<file path="src/rtl/d_cell_cache.sv">
// Single-cell write-back cache for the bfcpu data pointer: keeps the current cell in a
// register and only talks to data memory on a pointer move or an explicit flush.
module d_cell_cache #(
    parameter int d_addr_width = 8,
    parameter int d_mem_length = 64
) (
    input  logic                    clk,
    input  logic                    rst_n,
    input  logic                    op_valid,
    output logic                    op_ready,
    input  logic [2:0]              op_code,
    input  logic [7:0]              op_wdata,
    output logic [7:0]              cell_data,
    output logic                    cell_valid,
    output logic [d_addr_width-1:0] ptr,
    output logic                    d_req,
    output logic                    d_dir,
    output logic [d_addr_width-1:0] d_addr,
    output logic [7:0]              d_wdata,
    input  logic                    d_ack,
    input  logic [7:0]              d_rdata
);
    localparam int AW = d_addr_width;
    localparam logic DIR_READ  = 1'b0;
    localparam logic DIR_WRITE = 1'b1;
    localparam logic [AW-1:0] LAST = AW'(d_mem_length - 1);
    localparam logic [AW-1:0] ONE  = AW'(1);

    localparam logic [2:0] OP_INC   = 3'd0;
    localparam logic [2:0] OP_DEC   = 3'd1;
    localparam logic [2:0] OP_LEFT  = 3'd2;
    localparam logic [2:0] OP_RIGHT = 3'd3;
    localparam logic [2:0] OP_SET   = 3'd4;
    localparam logic [2:0] OP_FLUSH = 3'd5;

    typedef enum logic [1:0] {IDLE, WB, GAP, FILL} state_t;

    typedef struct packed {
        logic          req;
        logic          dir;
        logic [AW-1:0] addr;
        logic [7:0]    wdata;
    } mreq_t;

    state_t        state, state_next;
    mreq_t         mreq;
    logic          dirty;
    logic          move_pend;
    logic [AW-1:0] move_tgt;
    logic          accept;
    logic          is_move;
    logic [AW-1:0] target;

    assign op_ready   = (state == IDLE);
    assign cell_valid = (state != FILL);
    assign d_req      = mreq.req;
    assign d_dir      = mreq.dir;
    assign d_addr     = mreq.addr;
    assign d_wdata    = mreq.wdata;

    assign accept  = op_valid && (state == IDLE);
    assign is_move = accept && (op_code == OP_LEFT || op_code == OP_RIGHT);

    always_comb begin
        target = (ptr == LAST) ? '0 : ptr + ONE;
        if (op_code == OP_LEFT)
            target = (ptr == '0) ? LAST : ptr - ONE;
    end

    always_ff @(posedge clk or negedge rst_n) begin
        if (!rst_n) state <= FILL;
        else        state <= state_next;
    end

    always_comb begin
        state_next = state;
        case (state)
            IDLE: begin
                if (is_move)
                    state_next = dirty ? WB : FILL;
                else if (accept && op_code == OP_FLUSH && dirty)
                    state_next = WB;
            end
            WB:   if (mreq.req && d_ack) state_next = GAP;
            GAP:  state_next = move_pend ? FILL : IDLE;
            FILL: if (mreq.req && d_ack) state_next = IDLE;
            default: state_next = FILL;
        endcase
    end

    // Every transfer is launched on the edge that enters WB/FILL, so the request is
    // already up in the first cycle of the state and the ack lands in its second.
    always_ff @(posedge clk or negedge rst_n) begin
        if (!rst_n) begin
            mreq      <= '{req: 1'b0, dir: DIR_READ, addr: '0, wdata: '0};
            ptr       <= '0;
            cell_data <= '0;
            dirty     <= 1'b0;
            move_pend <= 1'b0;
            move_tgt  <= '0;
        end else begin
            case (state)
                IDLE: if (accept) begin
                    case (op_code)
                        OP_INC: begin cell_data <= cell_data + 8'd1; dirty <= 1'b1; end
                        OP_DEC: begin cell_data <= cell_data - 8'd1; dirty <= 1'b1; end
                        OP_SET: begin cell_data <= op_wdata;         dirty <= 1'b1; end
                        OP_LEFT, OP_RIGHT: begin
                            if (dirty) begin
                                move_pend <= 1'b1;
                                move_tgt  <= target;
                                mreq      <= '{req: 1'b1, dir: DIR_WRITE, addr: ptr, wdata: cell_data};
                            end else begin
                                ptr       <= target;
                                mreq.req  <= 1'b1;
                                mreq.dir  <= DIR_READ;
                                mreq.addr <= target;
                            end
                        end
                        OP_FLUSH: if (dirty) begin
                            move_pend <= 1'b0;
                            mreq      <= '{req: 1'b1, dir: DIR_WRITE, addr: ptr, wdata: cell_data};
                        end
                        default: ;
                    endcase
                end
                WB: if (mreq.req && d_ack) begin
                    dirty    <= 1'b0;
                    mreq.req <= 1'b0;
                    mreq.dir <= DIR_READ;
                end
                GAP: if (move_pend) begin
                    ptr       <= move_tgt;
                    move_pend <= 1'b0;
                    mreq.req  <= 1'b1;
                    mreq.dir  <= DIR_READ;
                    mreq.addr <= move_tgt;
                end
                FILL: begin
                    // Coming out of reset the request is not yet up; launch it here.
                    if (!mreq.req) begin
                        mreq.req  <= 1'b1;
                        mreq.dir  <= DIR_READ;
                        mreq.addr <= ptr;
                    end else if (d_ack) begin
                        cell_data <= d_rdata;
                        mreq.req  <= 1'b0;
                    end
                end
                default: ;
            endcase
        end
    end
endmodule
</file>
<file path="config.mk">
export PLATFORM = sky130hd
export DESIGN_NAME = d_cell_cache
export DESIGN_NICKNAME = d
export VERILOG_FILES = /design/src/rtl/d_cell_cache.sv
export SDC_FILE = /design/constraint.sdc
export NUM_CORES = 1
export LEC_CHECK = 0
export ABC_AREA = 1
export BUFFER_PORTS_ARGS = -buffer_cell sky130_fd_sc_hd__buf_2
export CORE_AREA = 3 3 131 70
export CTS_CLUSTER_DIAMETER = 80
export DETAILED_ROUTE_END_ITERATION = 10
export DIE_AREA = 0 0 134 73
export GPL_ROUTABILITY_DRIVEN = 0
export PLACE_DENSITY = 0.72
export SLEW_MARGIN = 20
export SYNTH_ARGS = -nofsm -noshare
export SYNTH_HDL_FRONTEND = slang
export SYNTH_SLANG_ARGS = --single-unit
</file>
<file path="constraint.sdc">
create_clock -name clk -period 2 [get_ports clk]
set_input_delay 0 -clock clk [delete_from_list [all_inputs] [get_ports clk]]
set_output_delay 0 -clock clk [all_outputs]
set_load 0.01 [all_outputs]
</file>
==> reports/results.ini, run 1 <==
[status]
status=complete, no violations

[finish]
stdcell_count=642
drive_gt1_share_pct=22.8
fin_area_sq_um=3980
n_fill_cell=794
antenna_cells=0
final_util_pct=49.9
nets=560
synthToLayoutAreaGrowth_pct=25.0

[timing]
setup_tns_ns=0
timing.slew.headroom_pct=59.9
fmax_ghz=0.524
post-route-period-util_pct=95.4
min_period_ns=1.91
finalHoldViolCount=0
clock_skew_ns=0.00529
holdWs_ns=0.00377
finalSetupViolations=0
tightest_slew_ns=0.601
slew_viol_final=0

[pwr]
seq_power_share_pct=26.1
ir_drop_uv=660
power.internal_mw=3.74
swShare_pct=47.1
p_comb_share_pct=60.6
clkPwrFrac_pct=13.3
power_density_nw_per_um2=1780
p_leak_nw=2.05
p_switching_mw=3.32

[synthesis]
synth-seq-cells=46
ys.flop_type=dfrtp_1
synthMuxAreaShare_pct=0
syn_area_sq_um=3180
synth_compound_area_share_pct=18.4
synth_top_family_by_area=simple AND/OR/NAND/NOR gates
netlist_instances=449
ys_seq_area_share_pct=36.2
synthAdderAreaFrac_pct=3.14
netlist_top_cells_area=dfrtp_1 (35%), nand2_1 (14%), inv_1 (5.9%)
synthArstFlopShare_pct=100
synth_edf_count=0
yosysTopAreaCellShare_pct=34.6
yosys_warnings=0
yosys.area_share.simple_pct=30.4
synth-xor-area-share_pct=3.30
syn_avg_cell_area_sq_um=7.09
synth_nets=480
synth_top_area_cell=dfrtp_1
synth_cell_type_count=45

[global_route]
antenna_found_initial=0
grt_usage_pct=17.8
use_met2_pct=29.3
grt_start_max_net_pins=47
met3_usage_pct=3.37
grt-ovfl-total=0
first_global_vias=3014
top_usage_layer=met2
use_met1_pct=24.6
grt_pass1_wl_microns=14200

[place]
post_dp_cell_area_sq_um=3700
portBuffers=58
place_hpwl_microns=6430
dp.cells=624

[clock_network]
h-tree-depth=2
root_buffer=clkbuf_16
clk_pin_slew_ns=0.06
cts_made_buffers=5
cts_tree=built
cts_sinks=46
insertion_delay_ns=0.29
clockBufferDepth=2

[drt]
drt-initial-drc-count=254
first_pass_iters=5
wl_per_cell_microns=13.4
drcViolationCount=0
ant_nets=0
finalWirelength_microns=8600
vias_per_cell=4.99
vias=3205

[floorplan]
placementRows=23
die_y_microns=73
io_pins=59
core_area_sq_um=7970
die_area_sq_um=9780
die_width_microns=134
start_util_pct=39.9

[worst_setup_path]
critPathRequiredTime_ns=2.17
reg2reg_slack_ns=0.09
cp-start-kind=register
r2r_cells=10
arrival_ns=2.07
crit_fanout=9
worstSetupPathType=reg -> reg
r2r-end=d_addr[1]
rr_startpoint=state[1]
worstSetupEndpointType=register

[worst_hold_path]
min_to=cell_data[0]
worstHoldPathCells=3
hp-class=in -> reg
hp-start=d_rdata[0]

[flow_run]
cap_violations=0

cell type report:
class | instances | area [sq um] | area share (%)
tap | 112 | 140 | 3.52
inverter | 57 | 219 | 5.50
timing repair buffer | 83 | 495 | 12.4
clock inverter | 2 | 37.5 | 0.943
multi-input combinational | 336 | 1810 | 45.4
clock buffer | 6 | 129 | 3.24
sequential | 46 | 1150 | 29.0
critical path, cell delays in order, from the launching register on:
cell,delay [ns]
dfstp_2,0.54
inv_1,0.07
ha_2,0.18
buf_4,0.16
nand2_2,0.09
nor2_2,0.05
nor3_4,0.23
buf_4,0.17
nand3_4,0.08
nor2_1,0.13
a2bb2oi_1,0.07
repair_timing:
item                                   4_1_cts  5_1_grt
pin swaps                                    2        3
endpoints found under the hold margin       45        0
resized for setup                            0        8
setup buffers                                3        4
hold buffers                                 2        0
cloned                                       1        0
setup endpoints to repair                    1       27
power groups by stage:
| stage | sequential (mW) | clock [mW] | combinational, mW |
|---|---|---|---|
| after floorplan | 1.92 | 0 | 2.68 |
| after global placement | 1.85 | 0 | 4.00 |
| after detailed placement | 1.86 | 0 | 4.06 |
| after CTS | 1.84 | 0.958 | 4.19 |
| after global routing | 1.91 | 0.983 | 4.83 |
| final | 1.84 | 0.942 | 4.28 |
cell usage after synthesis, types with 3 or more instances:
master,n
a21oi_1,32
dfrtp_1,44
nand4_1,4
o21ai_1,3
nand2_2,3
clkbuf_1,7
nand3_1,29
a22oi_1,8
nor2_1,47
nand2_1,121
ha_1,8
o21ai_0,27
o22ai_1,5
xor2_1,10
inv_2,5
inv_1,50
a2bb2oi_1,6
nor2_2,3
through the flow:
| step | worst slack, ns | power, mW |
|---|---|---|
| CTS | 0.0378 | 6.99 |
| global placement | 0.109 | 5.85 |
| global route | -0.0292 | 7.72 |
| finish | 0.0921 | 7.07 |
| floorplan | -0.0380 | 4.60 |
| detailed placement | 0.00963 | 5.92 |
per-layer routing:
layer / routed length [microns] / share of wire, %
met4: 81 / 0.94
met1: 4030 / 47
met2: 3920 / 46
met5: 0 / 0
met3: 565 / 6.6
worst max-delay path by stage:
stage / start / end / slack [ns] / depth (start not counted)
3_5_place_dp: state[1] / d_addr[7] / 0.01 / 10
3_3_place_gp: state[1] / d_addr[7] / 0.11 / 10
5_1_grt: state[1] / move_tgt[3] / -0.03 / 11
6_report: state[1] / d_addr[1] / 0.09 / 10
2_1_floorplan: state[0] / cell_data[2] / -0.04 / 9
4_1_cts: state[1] / d_addr[7] / 0.04 / 10
registers in the layout (all words and copies together), names as in the netlist, 2 cells and up:
name / flops
cell_data: 8
d_addr: 8
d_wdata: 8
move_tgt: 8
ptr: 8
state: 2
placed cells by master, fill, tap and decap left out, types with 3 or more instances in the layout:
master	instances
a21oi_1	32
a22oi_1	8
a2bb2oi_1	6
buf_2	58
buf_4	22
clkbuf_16	5
dfrtp_1	44
ha_1	7
inv_1	50
inv_2	5
nand2_1	120
nand2_2	3
nand3_1	27
nand3_2	4
nand4_1	4
nor2_1	45
nor2_2	5
o21ai_0	27
o22ai_1	5
xor2_1	10
logic make-up after synthesis:
| group | after synthesis |
|---|---|
| and+or+nand+nor | 220 |
| adders and majority gates | 8 |
| AOI/OAI and AO/OA | 95 |
| DFF | 46 |
| buffers and inverters | 68 |
| xor gates and xnor gates | 12 |
Power figures use the tool's default switching activity.
==> inputs of run 2 (changes only) <==
--- a/config.mk
+++ b/config.mk
@@ -7,12 +7,12 @@
 export LEC_CHECK = 0
 export ABC_AREA = 1
 export BUFFER_PORTS_ARGS = -buffer_cell sky130_fd_sc_hd__buf_2
-export CORE_AREA = 3 3 131 70
+export CORE_AREA = 3 3 116 62
 export CTS_CLUSTER_DIAMETER = 80
 export DETAILED_ROUTE_END_ITERATION = 10
-export DIE_AREA = 0 0 134 73
+export DIE_AREA = 0 0 119 65
 export GPL_ROUTABILITY_DRIVEN = 0
-export PLACE_DENSITY = 0.72
+export PLACE_DENSITY = 0.87
 export SLEW_MARGIN = 20
 export SYNTH_ARGS = -nofsm -noshare
 export SYNTH_HDL_FRONTEND = slang
==> run 2 against run 1 <==
Critical path depth did not move. Sequential share of layout area rose by 0.18 points. Via count rose by 4.5%. Flip-flop and latch count did not move. Power rose by 0.63%. Largest cell class unchanged.
==> reports/results.ini, run 2 (same netlist as run 1, synthesis figures left out) <==
[flow_run]
cap_violations=0  ; unchanged

[finish]
mostFrequentLayoutCells=nand2_1 (120), buf_2 (58), inv_1 (45), nor2_1 (45), dfrtp_1 (44)
final_common_cell=nand2_1
final_util_pct=64.5  ; +15 points
multi_input_area_sq_um=1830  ; +1.1%
nets=558  ; -0.36%
n_fill_cell=558  ; -30%
drive_gt1_share_pct=23.7  ; +0.84 points
antenna_cells=0  ; unchanged
ff_latch_area_sq_um=1150  ; unchanged
synthToLayoutAreaGrowth_pct=24.3

[pwr]
power.internal_mw=3.77  ; +0.65%
power_density_nw_per_um2=1800  ; +1.3%
seq_power_share_pct=25.8  ; -0.3 points
p_comb_share_pct=61.1  ; +0.5 points
p_switching_mw=3.34  ; +0.60%
p_leak_nw=2.04  ; -0.23%
swShare_pct=47.0  ; about the same
ir_drop_uv=703  ; +6.6%
clkPwrFrac_pct=13.1  ; -0.2 points
total_power_mw=7.11  ; +0.63%

[timing]
finalHoldViolCount=0  ; unchanged
min_period_ns=1.91  ; +0.00368 ns
setup_tns_ns=0  ; unchanged
post-route-period-util_pct=95.6  ; +0.18 points
timing.slew.headroom_pct=76.4  ; +16 points
finalSetupViolations=0  ; unchanged
tightest_slew_ns=0.353  ; -0.248 ns
fmax_ghz=0.523  ; -0.19%
slew_viol_final=0  ; unchanged
holdWs_ns=0.00795  ; +0.00418 ns
clock_skew_ns=0.00449  ; -0.000801 ns

[worst_setup_path]
critPathMaxStageDelay_ns=0.55  ; about the same
crit_fanout=7  ; -2
critPathRequiredTime_ns=2.21  ; +0.04 ns
cpLargestDelayFamily=simple AND/OR/NAND/NOR gates
worstSetupPathType=reg -> reg
cp-start-kind=register
arrival_ns=2.12  ; +0.05 ns
worstPathCellList=inv_2 > ha_4 > buf_4 > nand2_2 > nor2_1 > nor3_4 > nand3_4 > clkinv_4 > or2_1 > a21boi_2
worstSetupEndpointType=register
path_buf_inv=3  ; unchanged
critPathSlowestCell=dfstp_2

[worst_hold_path]
hp-class=in -> reg

[drt]
ant_nets=0  ; unchanged
finalWirelength_microns=8530  ; -0.81%
vias=3348  ; +4.5%
vias_per_cell=5.44  ; +8.9%
drt-initial-drc-count=318  ; +25%
first_pass_iters=5  ; unchanged
wl_per_cell_microns=13.8  ; +3.4%
drcViolationCount=0  ; unchanged

[global_route]
antenna_found_initial=0  ; unchanged
grt_start_max_net_pins=22  ; -53%
grt-ovfl-total=0  ; unchanged
grt_pass1_wl_microns=14500  ; +1.8%
grt_usage_pct=22.6  ; +4.9 points
first_global_vias=3100  ; +2.9%

[floorplan]
io_pins=59  ; unchanged
start_util_pct=51.9  ; +12 points
placementRows=20  ; -13%
die_width_microns=119  ; -11%
die_y_microns=65  ; -11%
die_area_sq_um=7740  ; -21%
core_area_sq_um=6130  ; -23%

[clock_network]
cts_made_buffers=5  ; unchanged
h-tree-depth=2  ; unchanged
insertion_delay_ns=0.28  ; about the same
clk_pin_slew_ns=0.06  ; about the same
cts_tree=built
clockBufferDepth=2  ; unchanged
root_buffer=clkbuf_16
cts_sinks=46  ; unchanged

[place]
place_hpwl_microns=6200  ; -3.5%
portBuffers=58  ; unchanged

[status]
status=complete, no violations

## run 2: cell count changes in the layout (fill, tap and decap cells not counted)
cell | previous run | this run
clkinvlp_4 | 1 | 0
ha_2 | 1 | 0
inv_1 | 50 | 45
nand3_1 | 27 | 26
o31ai_1 | 2 | 1
clkbuf_1 | 1 | 2
o31ai_2 | 0 | 1
buf_6 | 0 | 1
inv_2 | 5 | 10
buf_4 | 22 | 19
nand3_2 | 4 | 5
ha_4 | 0 | 1
## run 2: cell type report
class,instances,share of cell area (%)
tap,88,2.78
sequential,46,29.2
inverter,57,5.54
clock buffer,7,3.35
clock inverter,1,0.759
timing repair buffer,81,12.2
multi-input combinational,336,46.2
## run 2: metal layers
metal	vias to the layer above	routed length (microns)	GRT usage (%)
li1	1634	-	-
met1	1559	3760	30.2
met2	145	4080	38.8
met3	10	599	4.10
met4	0	82	4.76
met5	-	0	0
## run 2: power by group through the flow
stage	logic [mW]	registers (mW)	clock network, mW
finish	4.34	1.84	0.929
global route	4.88	1.91	0.986
CTS	4.16	1.82	0.933
detailed placement	4.03	1.83	0
global placement	3.93	1.83	0
floorplan	2.68	1.92	0
## run 2: final timing paths
kind / start / endpoint / slack, ns / depth (start not counted)
worst max-delay path: state[1] / d_addr[7] / 0.09 / 10
worst min-delay path: d_rdata[0] / cell_data[0] / 0.008 / 3
worst max register to register: state[1] / d_addr[7] / 0.09 / 10
worst min register to register: move_tgt[1] / move_tgt[1] / 0.49 / 2
max in group asynchronous: rst_n / state[0] / 1.27 / 3
min in group asynchronous: rst_n / d_wdata[1] / 0.12 / 2
## run 2: per-stage QoR
step	std cells	setup WS, ns	cell area (sq um)
3_3_place_gp	601	0.0660	3680
3_5_place_dp	601	-0.0143	3680
4_1_cts	614	0.0228	3880
2_1_floorplan	449	-0.0380	3190
5_1_grt	616	-0.0403	3960
6_report	616	0.0884	3960
## run 2: worst register-to-register path, stage by stage (launching register included)
cell	delay [ns]
dfstp_2	0.55
inv_2	0.06
ha_4	0.16
buf_4	0.15
nand2_2	0.09
nor2_1	0.07
nor3_4	0.27
nand3_4	0.16
clkinv_4	0.11
or2_1	0.09
a21boi_2	0.14
## run 2: timing repair
item / 4_1_cts / 5_1_grt
hold buffers: 2 / 0
setup endpoints to repair: 2 / 32
resized for setup: 0 / 17
buffers inserted: 2 / 2
cloned: 1 / 0
pin swaps: 2 / 5
endpoints found under the hold margin: 45 / 0
